### src/rtl/msi_tx_bfm_arb.sv
// Round-robin pending-vector selector: first pending vector at or after ptr,
// wrapping around INT_NUM.
module msi_vec_arb #(
    parameter int unsigned INT_NUM = 4
) (
    input  logic [INT_NUM-1:0] pend,
    input  logic [4:0]         ptr,
    output logic [4:0]         grant,
    output logic               any
);

    logic [2*INT_NUM-1:0] dbl;
    logic [INT_NUM-1:0]   rot;

    assign dbl = {pend, pend} >> ptr;
    assign rot = dbl[INT_NUM-1:0];

    always_comb begin : p_sel
        logic [5:0] idx;
        grant = '0;
        any   = 1'b0;
        idx   = '0;
        for (int unsigned i = 0; i < INT_NUM; i++) begin
            idx = {1'b0, ptr} + 6'(i);
            if (idx >= 6'(INT_NUM))
                idx = idx - 6'(INT_NUM);
            if (!any && rot[i]) begin
                any   = 1'b1;
                grant = idx[4:0];
            end
        end
    end

endmodule

### config.mk
export PLATFORM = sky130hd
export DESIGN_NAME = msi_vec_arb
export DESIGN_NICKNAME = d
export VERILOG_FILES = /design/src/rtl/msi_tx_bfm_arb.sv
export SDC_FILE = /design/constraint.sdc
export NUM_CORES = 1
export LEC_CHECK = 0
export ABC_CLOCK_PERIOD_IN_PS = 6900
export CAP_MARGIN = 20
export CORE_ASPECT_RATIO = 0.6
export CORE_UTILIZATION = 42
export DETAILED_ROUTE_END_ITERATION = 10
export GPL_ROUTABILITY_DRIVEN = 0
export PLACE_DENSITY_LB_ADDON = 0.12
export SYNTH_ARGS = -nofsm -noshare
export SYNTH_HDL_FRONTEND = slang
export SYNTH_SLANG_ARGS = --single-unit
### constraint.sdc
create_clock -name vclk -period 6.9
set_clock_uncertainty 0.15 [all_clocks]
set_input_delay 1.38 -clock vclk [all_inputs]
set_output_delay 1.38 -clock vclk [all_outputs]
set_load 0.02 [all_outputs]
**After elaboration in Yosys (flattened, before gate mapping)**

Cells that the tools add are included.

- Add/subtract/negate cells: 7
- $mul: 0
- Div/mod/pow operators: 0
- Magnitude comparators: 4
- Eq/ne operators: 0
- Shifts and indexed selects: 1
- Mux-type cells: 12
- Bitwise logic cells: 0
- Reductions and logical operators: 6

Operator list:

| cell | number |
|---|---|
| 2-to-1 mux 5 bit | 8 |
| subtractor 5 x 3 -> 5 bit, second input constant | 4 |
| >= comparator 6 x 3 -> 1 bit, second input constant | 3 |
| adder 5 x 2 -> 6 bit, second input constant | 2 |
| >> shifter 8 x 5 -> 4 bit | 1 |
| adder 5 x 1 -> 6 bit, second input constant | 1 |
| >= comparator 5 x 3 -> 1 bit, second input constant | 1 |
| 2-to-1 mux 1 bit | 4 |
| logical AND 1 bit | 3 |
| zero test 1 bit | 3 |

- Register bits: 0
- Latch bits: 0
- Bits in writable memories: 0
- ROM bits: 0
- Bits of input ports: 9
- Word-level logic and storage cells: 30
- Memories: 0

**Logic depth before layout (Yosys ltp)**

- Depth in word-level cells: 11
- Mapped depth: 11

**Worst setup path after synthesis**

OpenSTA, ideal clock, no wires.

- Path type: input -> output
- Start point: input port ptr[1]
- End point: output port grant[2]
- Arrival time: 3555 ps
- Data required time: 5370 ps
- Setup slack: 1815 ps
- Stages: 10
- Cells stage by stage: clkbuf_1 -> inv_1 -> ha_1 -> a21oi_1 -> xnor2_1 -> ha_1 -> and2_1 -> o311ai_0 -> xnor2_1 -> o221ai_1

- Word-level cells in the longest chain between the ends: 11
- Elaborated cells on any way between the ends: 29
- Classes of those cells: add/sub (7); order compare (4); shift (1); mux (11); reduce/logical (6)

Ends and longest elaborated chain:

| item | line | RTL |
|---|---|---|
| from (decl) | 7 | `input logic [4:0] ptr,` |
| branches (longest 10 deep; another with adder 5 x 1 -> 6 bit) | - |  |
| 2-to-1 mux 5 bit * | 27 | `if (!any && rot[i]) begin` |
| to (decl) | 8 | `output logic [4:0] grant,` |

Mark *: on every way between the ends.

**Worst setup path after layout**

- Start point: input port ptr[1]
- End point: output port grant[3]

Same word-level chain as after synthesis.

==> results.md <==
* Cts hold-fix bufs at 0
* Count leader, synth: ha_1
* RSZ-0062 raised after global routing: no
* Drt first pass iters at 4
* Layout cells sized above 1 at 9.63%
* Placement Rows at 13
* Crit path max fanout at 9
* Number of inserted diodes at 0
* Final core utilization at 52.3%
* Final period util at 91.9%
* Hold depth at 4
* Hpwl dp at 2100 µm
* Pwr dens at 79.2 mW/mm²
* Post-synth top area cell: ha_1
* Worst-margin pin slew at 0.565 ns
* Leading post-synthesis cells by cell area: ha_1 19%, xnor2_1 7.2%, mux4_2 4.6%
* Max-slew headroom at 62.2%
* Outcome: complete, no violations
* YS warnings at 0
* Synthesized net count at 147
* Die width at 64.4 µm
* Post-CTS resize count at 0
* WL met3 at 166 µm
* GRT Total Usage at 20.7%
* Final wirelength at 2630 µm
* Starting Density at 44.9%
* Endpoint of the worst hold path: grant[1]
* Die height at 39.4 µm
* Hold Startpoint: pend[2]
* Startpoint types: primary input
* Top layer used by detailed routing: met4
* Met2 wire length at 1050 µm
* Fillcell total at 218
* VDD IR max at 32.7 µV
* First-pass GRT wire length at 3900 µm
* Full die area at 0.00254 mm²
* I/O Pins at 15
* Final worst slack at 0.556 ns
* Leak Pwr at 0.456 nW
* Syn avg cell area at 7.96 µm²
* ANT nets after route at 0
* Hold Fails Final Rpt at 0
* DRT met1 WL at 1400 µm
* Initial drt markers at 67
* Pin count of the biggest net entering global routing at 17
* Critical path origin: ptr[1]
* Vias in the first global route at 790
* Synth cell count leaders: 15 x ha_1, 9 x inv_1, 8 x xnor2_1, 6 x nand2_1
* Via-per-instance ratio at 6.07
* Register Area at 0 µm²
* Max Freq at 158 MHz
* Post-Syn Instances at 123
* Post-detailed-route DRC marker count at 0
* Worst hold path class: in2out
* Final setup fails at 0
* CP required at 5.37 ns
* Synth Cell Area at 980 µm²
* Critical Path AT at 4.81 ns
* Minimum clock period at 6.34 ns
* Num sequential at 0
* Post-synthesis cell type count at 48
* Max-slew violations at 0
* Core area at 0.00218 mm²
* Drt wl/cell at 15.9 µm
* Initial antenna violation count at 0
* Synth top area share at 19.2%
* Count of nets after finishing at 161
* DR vias at 1002
* Total negative setup slack at 0 ns
* Sequential fraction of the synthesis area at 0%
* Critical Path End Type: output pin
* P&R area growth vs syn at 16.3%
* CLK BUF at 0
* WHS at 4.00 ns
* GR Overflow Total at 0
* Maxcap violations at 0
* Buffers on Ports at 15
* Crit path kind: in2out
* Postcts setup bufs at 0
* Pre-CTS WS at 0.615 ns
## layout by cell type, fill, tap and decap left out, drive strengths merged, types with 2 or more instances in the layout
master,n
a211oi,2
a21bo,2
a21boi,2
a21oi,5
a221oi,2
a32oi,2
and2,3
buf,4
clkdlybuf4s50,15
ha,15
inv,9
mux2i,4
mux4,2
nand2,7
nand2b,2
nand3,5
nand3b,3
nand4,4
nor2,5
nor2b,2
nor3b,2
o21ai,2
o21bai,2
o221ai,2
o22ai,2
o311a,2
o311ai,2
or3,2
xnor2,8
xor2,2
## per-stage QoR
stage	cells	power, mW	area (µm²)
floorplan	123	0.0621	980
CTS	165	0.0894	1140
detailed placement	165	0.0889	1140
global route	165	0.0978	1140
finish	165	0.0903	1140
global placement	165	0.0873	1140
## cell type report
cell class / count / area (µm²) / area share (%)
inverter: 10 / 37.5 / 3.29
multi-input combinational: 106 / 885 / 77.6
tap: 30 / 37.5 / 3.29
timing repair buffer: 19 / 180 / 15.8
## logic make-up (layout without fill, tap and decap cells)
group | count (synthesis) | after routing | share of synthesized area (%)
buffers and inverters | 17 | 29 | 9.70
xor gates and xnor gates | 10 | 10 | 8.94
muxes | 7 | 7 | 9.83
and+or+nand+nor | 39 | 39 | 22.7
adders and majority gates | 15 | 15 | 19.2
AOI/OAI and AO/OA | 35 | 35 | 29.6
## critical path: stages
cell and delay, ns:
clkdlybuf4s50_1 0.66, inv_1 0.19, ha_1 0.25, a21oi_1 0.45, xnor2_1 0.22, ha_1 0.19, nand2_1 0.06, and2_1 0.18
a32o_1 0.27, a221oi_1 0.28, o22ai_1 0.12, clkdlybuf4s50_1 0.55
## worst max path at each step
stage,slack (ns),to
after floorplan,1.82,grant[2]
after global placement,0.71,grant[3]
after detailed placement,0.61,grant[3]
after CTS,0.61,grant[3]
after global routing,0.31,grant[2]
final,0.56,grant[3]
## metal layers
layer	up-vias	GRT usage, %
li1	496	-
met5	-	0
met4	0	0
met1	464	33.6
met2	38	30.8
met3	4	0.291
## power by group
group / internal (mW) / switching (mW) / leakage, nW
registers: 0 / 0 / 0
clock network: 0 / 0 / 0
logic: 0.0406 / 0.0497 / 0.456
Note: power is estimated with default switching activity, not from simulation.
==> edit: new RTL, same flow settings <==
Change the parameter `INT_NUM` from 4 to 5.
--- a/src/rtl/msi_tx_bfm_arb.sv
+++ b/src/rtl/msi_tx_bfm_arb.sv
@@ -2,5 +2,5 @@
 // wrapping around INT_NUM.
 module msi_vec_arb #(
-    parameter int unsigned INT_NUM = 4
+    parameter int unsigned INT_NUM = 5
 ) (
     input  logic [INT_NUM-1:0] pend,
Interface: changed (resized pend); port bits go from 15 to 16. The function was not compared with the original's and may differ.
==> edit against the unedited design <==
- worst setup slack better by 0.14 ns
- non-clock buffer count is 5 higher
- power is 67% higher
- synthesized cell count is 84% higher
- final area is 55% higher
- cell count is 70% higher
- wire length is 81% higher
- die area is 57% higher
- synthesized area is 60% higher
- critical path depth is 2 lower
- critical path type unchanged
- largest cell class unchanged
- largest power group unchanged
- highest routed layer is now met3
==> edit: results (changes against the unedited design) <==
| Metric | Value |
|---|---|
| DR vias | `1789 (+79%)` |
| Layout cells sized above 1 | `10.64% (+1.0 points)` |
| Vias in the first global route | `1546 (+96%)` |
| Final wirelength | `4764 µm (+81%)` |
| CP max FO | `24 (+15)` |
| Layout Nets | `260 (+61%)` |
| Signal buffers share of area | `12.47% (-3.3 points)` |
| Relative max-transition margin | `62.58% (+0.37 points)` |
| Yosys cell types | `60 (+25%)` |
| Mapped Nets | `249 (+69%)` |
| Post-CTS setup buffers | `0 (unchanged)` |
| Sw Share | `57.11% (+2.1 points)` |
| FP Rows | `16 (+3)` |
| Dpl cells | `280 (+70%)` |
| Buffers, non-clock | `24 (+5)` |
| Synth Area in Adders | `10.38% (-8.8 points)` |
| Multi-input gates | `199 (+88%)` |
| Mux cell area share after synthesis | `11.25% (+1.4 points)` |
| Met3 wire length | `374 µm (+130%)` |
| DRT met1 WL | `2472 µm (+77%)` |
| Power per Cell Area | `85.29 mW/mm² (+7.6%)` |
| Post-synth top cells | `nor2_1 (23), a21oi_1 (19), ha_1 (13), nand2_1 (13)` |
| First-pass GRT wire length | `7859 µm (+100%)` |
| Initial DRC Count | `172 (+160%)` |
| Outcome | `finished clean` |
| Uppermost layer routed | `met3` |
| Top cells by area, synth | `ha_1 (10%), mux2i_1 (7.7%), a21oi_1 (6.1%)` |
| XOR/XNOR share of the synthesized area | `7.821% (-1.1 points)` |
| Inverters | `12 (+2)` |
| Area of the multi-input gates | `0.001444 mm² (+63%)` |
| Maximum vdd drop | `0.03816 mV (+17%)` |
| Largest net degree at the start of global routing | `25 (+8)` |
| Via density | `6.389 (+5.2%)` |
| Pleak | `0.7169 nW (+57%)` |
## edit: changes by cell type after synthesis, sizes merged, moves of 3 or more
cell,change
a21oi,+14
inv,+3
nand4,-3
o22ai,+4
xor2,+3
clkbuf,+4
mux2i,+8
nor3,+12
or2,+3
o21ai,+8
buf,+4
nor2,+18
nand2,+6
## edit: routing by layer
metal  vias to the layer above  track usage (%)
met5                         -                0
met4                         0           0.2976
met3                         0            1.308
met2                        93            34.87
met1                       827            42.21
li1                        869                -
## edit: power groups by stage
stage	registers, mW	logic [mW]	clock network (mW)
floorplan	0	0.104	0
global placement	0	0.148	0
detailed placement	0	0.147	0
CTS	0	0.148	0
global route	0	0.163	0
finish	0	0.151	0
## edit: worst paths after layout
| path | start | endpoint | slack, ns | depth (start not counted) |
|---|---|---|---|---|
| hold / removal | ptr[4] | grant[1] | 4.08 | 6 |
| setup / recovery | ptr[2] | grant[1] | 0.69 | 10 |
